--- src/rtl/ctrl_pkg.sv ---
// Shared encodings for the multicycle control unit: FSM states, ISA opcodes, ALU functions.
package ctrl_pkg;

  localparam int unsigned STATE_W  = 4;
  localparam int unsigned OPCODE_W = 4;
  localparam int unsigned ALU_W    = 3;

  // Debug-visible state encoding; values are exported on the State port.
  typedef enum logic [STATE_W-1:0] {
    ST_INIT   = 4'd0,
    ST_FETCH  = 4'd1,
    ST_DECODE = 4'd2,
    ST_LOAD_A = 4'd3,
    ST_LOAD_B = 4'd4,
    ST_STORE  = 4'd5,
    ST_ADD    = 4'd6,
    ST_SUB    = 4'd7,
    ST_HALT   = 4'd8,
    ST_NOOP   = 4'd9
  } state_t;

  // Defined opcodes; every other value executes as a no-op.
  typedef enum logic [OPCODE_W-1:0] {
    OP_NOOP  = 4'd0,
    OP_STORE = 4'd1,
    OP_LOAD  = 4'd2,
    OP_ADD   = 4'd3,
    OP_SUB   = 4'd4,
    OP_HALT  = 4'd5
  } opcode_t;

  localparam logic [ALU_W-1:0] ALU_PASS = 3'd0;
  localparam logic [ALU_W-1:0] ALU_ADD  = 3'd1;
  localparam logic [ALU_W-1:0] ALU_SUB  = 3'd2;

  // Map DECODE onto the execute state selected by the opcode.
  function automatic state_t exec_state(input logic [OPCODE_W-1:0] op);
    state_t st;
    case (op)
      OP_STORE: st = ST_STORE;
      OP_LOAD:  st = ST_LOAD_A;
      OP_ADD:   st = ST_ADD;
      OP_SUB:   st = ST_SUB;
      OP_HALT:  st = ST_HALT;
      default:  st = ST_NOOP;
    endcase
    return st;
  endfunction

endpackage

--- src/rtl/pc_reg.sv ---
// Program counter: synchronous clear has priority over increment; wraps modulo 2^W.
module pc_reg #(
  parameter int unsigned W = 7
) (
  input  logic         clk,
  input  logic         clr,
  input  logic         inc,
  output logic [W-1:0] pc
);

  // Counter register; natural overflow provides the wrap to zero.
  always_ff @(posedge clk) begin
    if (clr) begin
      pc <= '0;
    end else if (inc) begin
      pc <= pc + W'(1);
    end
  end

endmodule

--- src/rtl/control_unit.sv ---
// Multicycle controller: holds PC and IR, fetches from a combinational ROM and
// sequences the datapath control signals with a Moore FSM.
module control_unit
  import ctrl_pkg::*;
#(
  parameter int unsigned PC_W      = 7,
  parameter int unsigned INSTR_W   = 16,
  parameter int unsigned D_ADDR_W  = 8,
  parameter int unsigned RF_ADDR_W = 4
) (
  input  logic                 Clk,
  input  logic                 Reset,
  input  logic [INSTR_W-1:0]   Instr,
  output logic [PC_W-1:0]      PC_Addr,
  output logic [D_ADDR_W-1:0]  D_Addr,
  output logic                 D_Wr,
  output logic                 RF_s,
  output logic [RF_ADDR_W-1:0] RF_W_Addr,
  output logic                 RF_W_en,
  output logic [RF_ADDR_W-1:0] RF_Ra_Addr,
  output logic [RF_ADDR_W-1:0] RF_Rb_Addr,
  output logic [2:0]           ALU_s0,
  output logic [3:0]           State,
  output logic                 Halted
);

  state_t               state, state_d;
  logic [INSTR_W-1:0]   ir, ir_d;

  // Control outputs are registered from the decode of the upcoming state and IR,
  // so each output is a pure function of the current state and IR register.
  logic [D_ADDR_W-1:0]  d_addr_d;
  logic                 d_wr_d;
  logic                 rf_s_d;
  logic [RF_ADDR_W-1:0] rf_w_addr_d;
  logic                 rf_w_en_d;
  logic [RF_ADDR_W-1:0] rf_ra_addr_d;
  logic [RF_ADDR_W-1:0] rf_rb_addr_d;
  logic [2:0]           alu_s0_d;
  logic                 halted_d;

  logic                 pc_clr;
  logic                 pc_inc;

  assign pc_clr = Reset || (state == ST_INIT);
  assign pc_inc = (state == ST_FETCH);

  pc_reg #(
    .W (PC_W)
  ) u_pc_reg (
    .clk (Clk),
    .clr (pc_clr),
    .inc (pc_inc),
    .pc  (PC_Addr)
  );

  assign State = state;

  // State, IR and registered control outputs; reset returns to INIT with all controls low.
  always_ff @(posedge Clk) begin
    if (Reset) begin
      state      <= ST_INIT;
      ir         <= '0;
      D_Addr     <= '0;
      D_Wr       <= 1'b0;
      RF_s       <= 1'b0;
      RF_W_Addr  <= '0;
      RF_W_en    <= 1'b0;
      RF_Ra_Addr <= '0;
      RF_Rb_Addr <= '0;
      ALU_s0     <= ALU_PASS;
      Halted     <= 1'b0;
    end else begin
      state      <= state_d;
      ir         <= ir_d;
      D_Addr     <= d_addr_d;
      D_Wr       <= d_wr_d;
      RF_s       <= rf_s_d;
      RF_W_Addr  <= rf_w_addr_d;
      RF_W_en    <= rf_w_en_d;
      RF_Ra_Addr <= rf_ra_addr_d;
      RF_Rb_Addr <= rf_rb_addr_d;
      ALU_s0     <= alu_s0_d;
      Halted     <= halted_d;
    end
  end

  // Next-state, next-IR and output decode for the state being entered.
  always_comb begin
    state_d      = state;
    ir_d         = ir;
    d_addr_d     = '0;
    d_wr_d       = 1'b0;
    rf_s_d       = 1'b0;
    rf_w_addr_d  = '0;
    rf_w_en_d    = 1'b0;
    rf_ra_addr_d = '0;
    rf_rb_addr_d = '0;
    alu_s0_d     = ALU_PASS;
    halted_d     = 1'b0;

    case (state)
      ST_INIT: begin
        state_d = ST_FETCH;
        ir_d    = '0;
      end
      ST_FETCH: begin
        state_d = ST_DECODE;
        ir_d    = Instr;
      end
      ST_DECODE: state_d = exec_state(ir[INSTR_W-1 -: OPCODE_W]);
      ST_LOAD_A: state_d = ST_LOAD_B;
      ST_LOAD_B, ST_STORE, ST_ADD, ST_SUB, ST_NOOP: state_d = ST_FETCH;
      ST_HALT:   state_d = ST_HALT;
      default:   state_d = ST_INIT;
    endcase

    case (state_d)
      ST_LOAD_A: begin
        d_addr_d    = D_ADDR_W'(ir_d[11:4]);
        rf_s_d      = 1'b1;
        rf_w_addr_d = RF_ADDR_W'(ir_d[3:0]);
      end
      ST_LOAD_B: begin
        d_addr_d    = D_ADDR_W'(ir_d[11:4]);
        rf_s_d      = 1'b1;
        rf_w_addr_d = RF_ADDR_W'(ir_d[3:0]);
        rf_w_en_d   = 1'b1;
      end
      ST_STORE: begin
        d_addr_d     = D_ADDR_W'(ir_d[11:4]);
        rf_ra_addr_d = RF_ADDR_W'(ir_d[3:0]);
        d_wr_d       = 1'b1;
      end
      ST_ADD, ST_SUB: begin
        rf_ra_addr_d = RF_ADDR_W'(ir_d[11:8]);
        rf_rb_addr_d = RF_ADDR_W'(ir_d[7:4]);
        rf_w_addr_d  = RF_ADDR_W'(ir_d[3:0]);
        rf_w_en_d    = 1'b1;
        alu_s0_d     = (state_d == ST_ADD) ? ALU_ADD : ALU_SUB;
      end
      ST_HALT: halted_d = 1'b1;
      default: ;
    endcase
  end

endmodule
--- config.mk ---
export PLATFORM = sky130hd
export DESIGN_NAME = control_unit
export DESIGN_NICKNAME = d
export VERILOG_FILES = /design/src/rtl/ctrl_pkg.sv /design/src/rtl/pc_reg.sv /design/src/rtl/control_unit.sv
export SDC_FILE = /design/constraint.sdc
export NUM_CORES = 1
export LEC_CHECK = 0
export CAP_MARGIN = 0
export CORE_AREA = 2 2 69 71
export DETAILED_ROUTE_END_ITERATION = 8
export DIE_AREA = 0 0 71 73
export PLACE_DENSITY_LB_ADDON = 0.3
export SLEW_MARGIN = 0
export SYNTH_ARGS = -nofsm -noshare
export SYNTH_HDL_FRONTEND = slang
export SYNTH_SLANG_ARGS = --single-unit
--- constraint.sdc ---
create_clock -name Clk -period 2 [get_ports Clk]
set_input_delay 0.4 -clock Clk [delete_from_list [all_inputs] [get_ports Clk]]
set_output_delay 0.4 -clock Clk [all_outputs]
set_load 0.01 [all_outputs]
==> impl_metrics.py <==
metrics = {
    "floorplanning": {
        "design.die.area_sq_mm": 0.00518,
        "io_pins": 56,
        "floorplan.die.width_um": 71,
        "start_util_pct": 44.0,
        "rows": 25,
        "fp.dieH_um": 73,
        "core_area_sq_mm": 0.00454,
    },
    "timing": {
        "finalClockSkew_ns": 0.00975,
        "fin_crit_ns": 1.92,
        "fmax_mhz": 522,
        "worstMarginPinSlew_ns": 0.617,
        "hold_slack_ns": 0.510,
        "rsz0062_at_grt": "no",
        "maxSlewHeadroom_pct": 58.6,
        "drv_slew": 0,
        "setup_viol": 0,
        "finalSetupTns_ns": 0,
        "hold_viol": 0,
        "fin_crit_sh_pct": 95.9,
    },
    "placed_design": {
        "dp_cells": 317,
        "port_buffers": 54,
        "place_congestion": 0.837,
        "place_area_sq_mm": 0.00260,
        "dp_hpwl_mm": 3.11,
    },
    "synthesis": {
        "syn_inst": 212,
        "async_reset_ff_share_pct": 0,
        "synth_top_area_share_pct": 53.1,
        "seq_area_frac_synth_pct": 53.1,
        "synthFlopType": "dfxtp_1",
        "synth_top_cell_by_area": "dfxtp_1",
        "ys_types": 47,
        "ys_seq_elements": 53,
        "syn_nets": 231,
        "syn_area_sq_mm": 0.00200,
        "avgSynthCellArea_sq_um": 9.42,
        "yosysWarnings": 0,
        "ys_top_cells_by_area": "dfxtp_1 53%, a21oi_1 5.3%, nor2_1 4.9%",
        "synth_edf_count": 0,
    },
    "critical_path": {
        "cp-endpoint": "State[2]",
        "cp_cell_sequence": "clkdlybuf4s50_1",
        "endpoint_kind": "primary output",
        "reg2reg_slack_ns": 0.12,
        "path_depth": 1,
        "r2r-start": "ir[14]",
        "crit_start": "State[2]",
        "cpPeakStageDelay_ns": 0.63,
        "cp.required_ns": 1.60,
        "worstSetupStartpointType": "flop",
        "reg2reg_to": "D_Addr[2]",
        "crit_buf_inv": 1,
        "crit_type": "reg -> out",
        "cpMaxStageDelayCell": "clkdlybuf4s50_1",
        "path_max_fanout": 10,
        "rr_worst_depth": 6,
        "cp.arrival_ns": 1.52,
        "crit_family": "buffers and inverters",
    },
    "route": {
        "dr_total_vias": 1668,
        "drc": 0,
        "post_drt_wl_per_cell_um": 13.6,
        "finalWirelength_mm": 4.42,
        "first_iter_violations": 104,
        "first_pass_iters": 4,
        "ant_nets": 0,
        "via_per_inst": 5.13,
    },
    "worst_hold_path": {
        "min_path_type": "reg -> reg",
        "hold_start": "u_pc_reg.pc[5]",
    },
    "cells_and_area": {
        "fin_area_sq_mm": 0.00270,
        "n_antenna_cell": 0,
        "nets": 289,
        "stdcell_count": 325,
        "drive_gt1_share_pct": 12.2,
        "largest_reg_flops": 16,
        "areaGrowthSynthToFinish_pct": 35.4,
    },
    "clock_network": {
        "cts_tree": "yes",
        "cts_buffers": 5,
        "htreeDepth": 2,
        "path_clk_slew_ns": 0.10,
        "cts.hold.buffers_added": 0,
        "clk_path_buf_depth": 2,
        "insertion_delay_ns": 0.31,
        "cts.sinks": 53,
        "cts-root-buf": "clkbuf_8",
    },
    "global_route": {
        "grt_pass1_wl_mm": 7.00,
        "grt_antenna_before_repair": 0,
        "grt_max_degree": 22,
        "grt_overflow": 0,
        "track_usage_pct": 17.5,
        "grt_pass1_vias": 1501,
    },
    "power_and_ir_drop": {
        "power_leakage_nw": 1.10,
        "report.power.total_w": 0.00266,
        "vdd_drop_max_mv": 0.557,
        "powerDensity_mw_per_mm2": 985,
    },
    "outcome": {
        "status": "complete, no violations",
    },
    "flow_run": {
        "drv_cap": 0,
    },
}
[cells in the final DEF (no fill, tap or decap), types with 2 or more instances in the layout]
| cell | n |
|---|---|
| nand4_1 | 3 |
| nor2b_1 | 3 |
| a21oi_1 | 21 |
| nor3_1 | 9 |
| dfxtp_1 | 51 |
| nand3_1 | 4 |
| xor2_1 | 4 |
| o22ai_1 | 4 |
| and3_1 | 13 |
| inv_1 | 10 |
| buf_4 | 7 |
| clkbuf_8 | 5 |
| o21ai_0 | 4 |
| or2_1 | 2 |
| or2_2 | 6 |
| or3_1 | 4 |
| nor2_1 | 26 |
| nand2_1 | 8 |
| mux2i_2 | 2 |
| clkdlybuf4s50_1 | 54 |
| dfxtp_2 | 2 |
[synth_stat cells (all sizes together) (4+ instances only)]
library cell	count
a21oi	21
and3	13
clkbuf	7
dfxtp	53
inv	10
nand2	9
nand3	5
nand4	4
nor2	26
nor3	10
o21ai	6
o22ai	4
or2	8
or3	4
xor2	4
[report_power, final]
| part | switching, W | internal (W) | leakage (nW) |
|---|---|---|---|
| clock | 0.000359 | 0.000253 | 0.0447 |
| sequential | 0.0000858 | 0.00115 | 0.431 |
| combinational | 0.000446 | 0.000368 | 0.629 |
[worst min path at each step]
stage	depth (start not counted)	end
floorplan	2	ir[3]
detailed placement	2	ir[2]
CTS	2	u_pc_reg.pc[5]
global route	2	u_pc_reg.pc[5]
global placement	2	u_pc_reg.pc[6]
finish	2	u_pc_reg.pc[5]
[metrics by stage]
step | utilization (%) | setup WS, ns
2_1_floorplan | - | 0.353
3_3_place_gp | 57.4 | 0.182
3_5_place_dp | 57.4 | 0.167
4_1_cts | 59.5 | 0.00818
5_1_grt | 59.6 | 0.0149
6_report | 59.6 | 0.0828
[cell families after synthesis]
kind of cell / after synthesis / synth area share (%)
AND/OR/NAND/NOR: 92 / 26.7
AO/OA/AOI/OAI: 37 / 10.9
multiplexers: 3 / 1.69
flip-flops: 53 / 53.1
other: 1 / 0.188
XOR/XNOR: 5 / 2.19
buffers and inverters: 20 / 4.57
adder cells (fa/ha/maj): 1 / 0.626
[layer usage]
metal | share of wire (%) | routed length (um) | global-route usage [%] | vias up
li1 | - | - | - | 837
met5 | 0 | 0 | 0 | -
met3 | 5.4 | 240 | 4.42 | 4
met4 | 1.3 | 59 | 6.29 | 0
met2 | 47 | 2090 | 28.3 | 49
met1 | 46 | 2020 | 22.7 | 778
[timing repair]
item                       4_1_cts  5_1_grt
setup endpoints to repair        1        2
setup buffers                    0        0
cloned                           0        0
gates resized for setup          1        2
[layout make-up]
class,instances,area (sq um)
clock buffer,5,68.8
clock inverter,3,25.0
fill,402,1830
inverter,10,37.5
multi-input combinational,139,848
sequential,53,1060
tap,54,67.6
timing repair buffer,61,593
No activity file was read; power rests on OpenSTA's default activity.
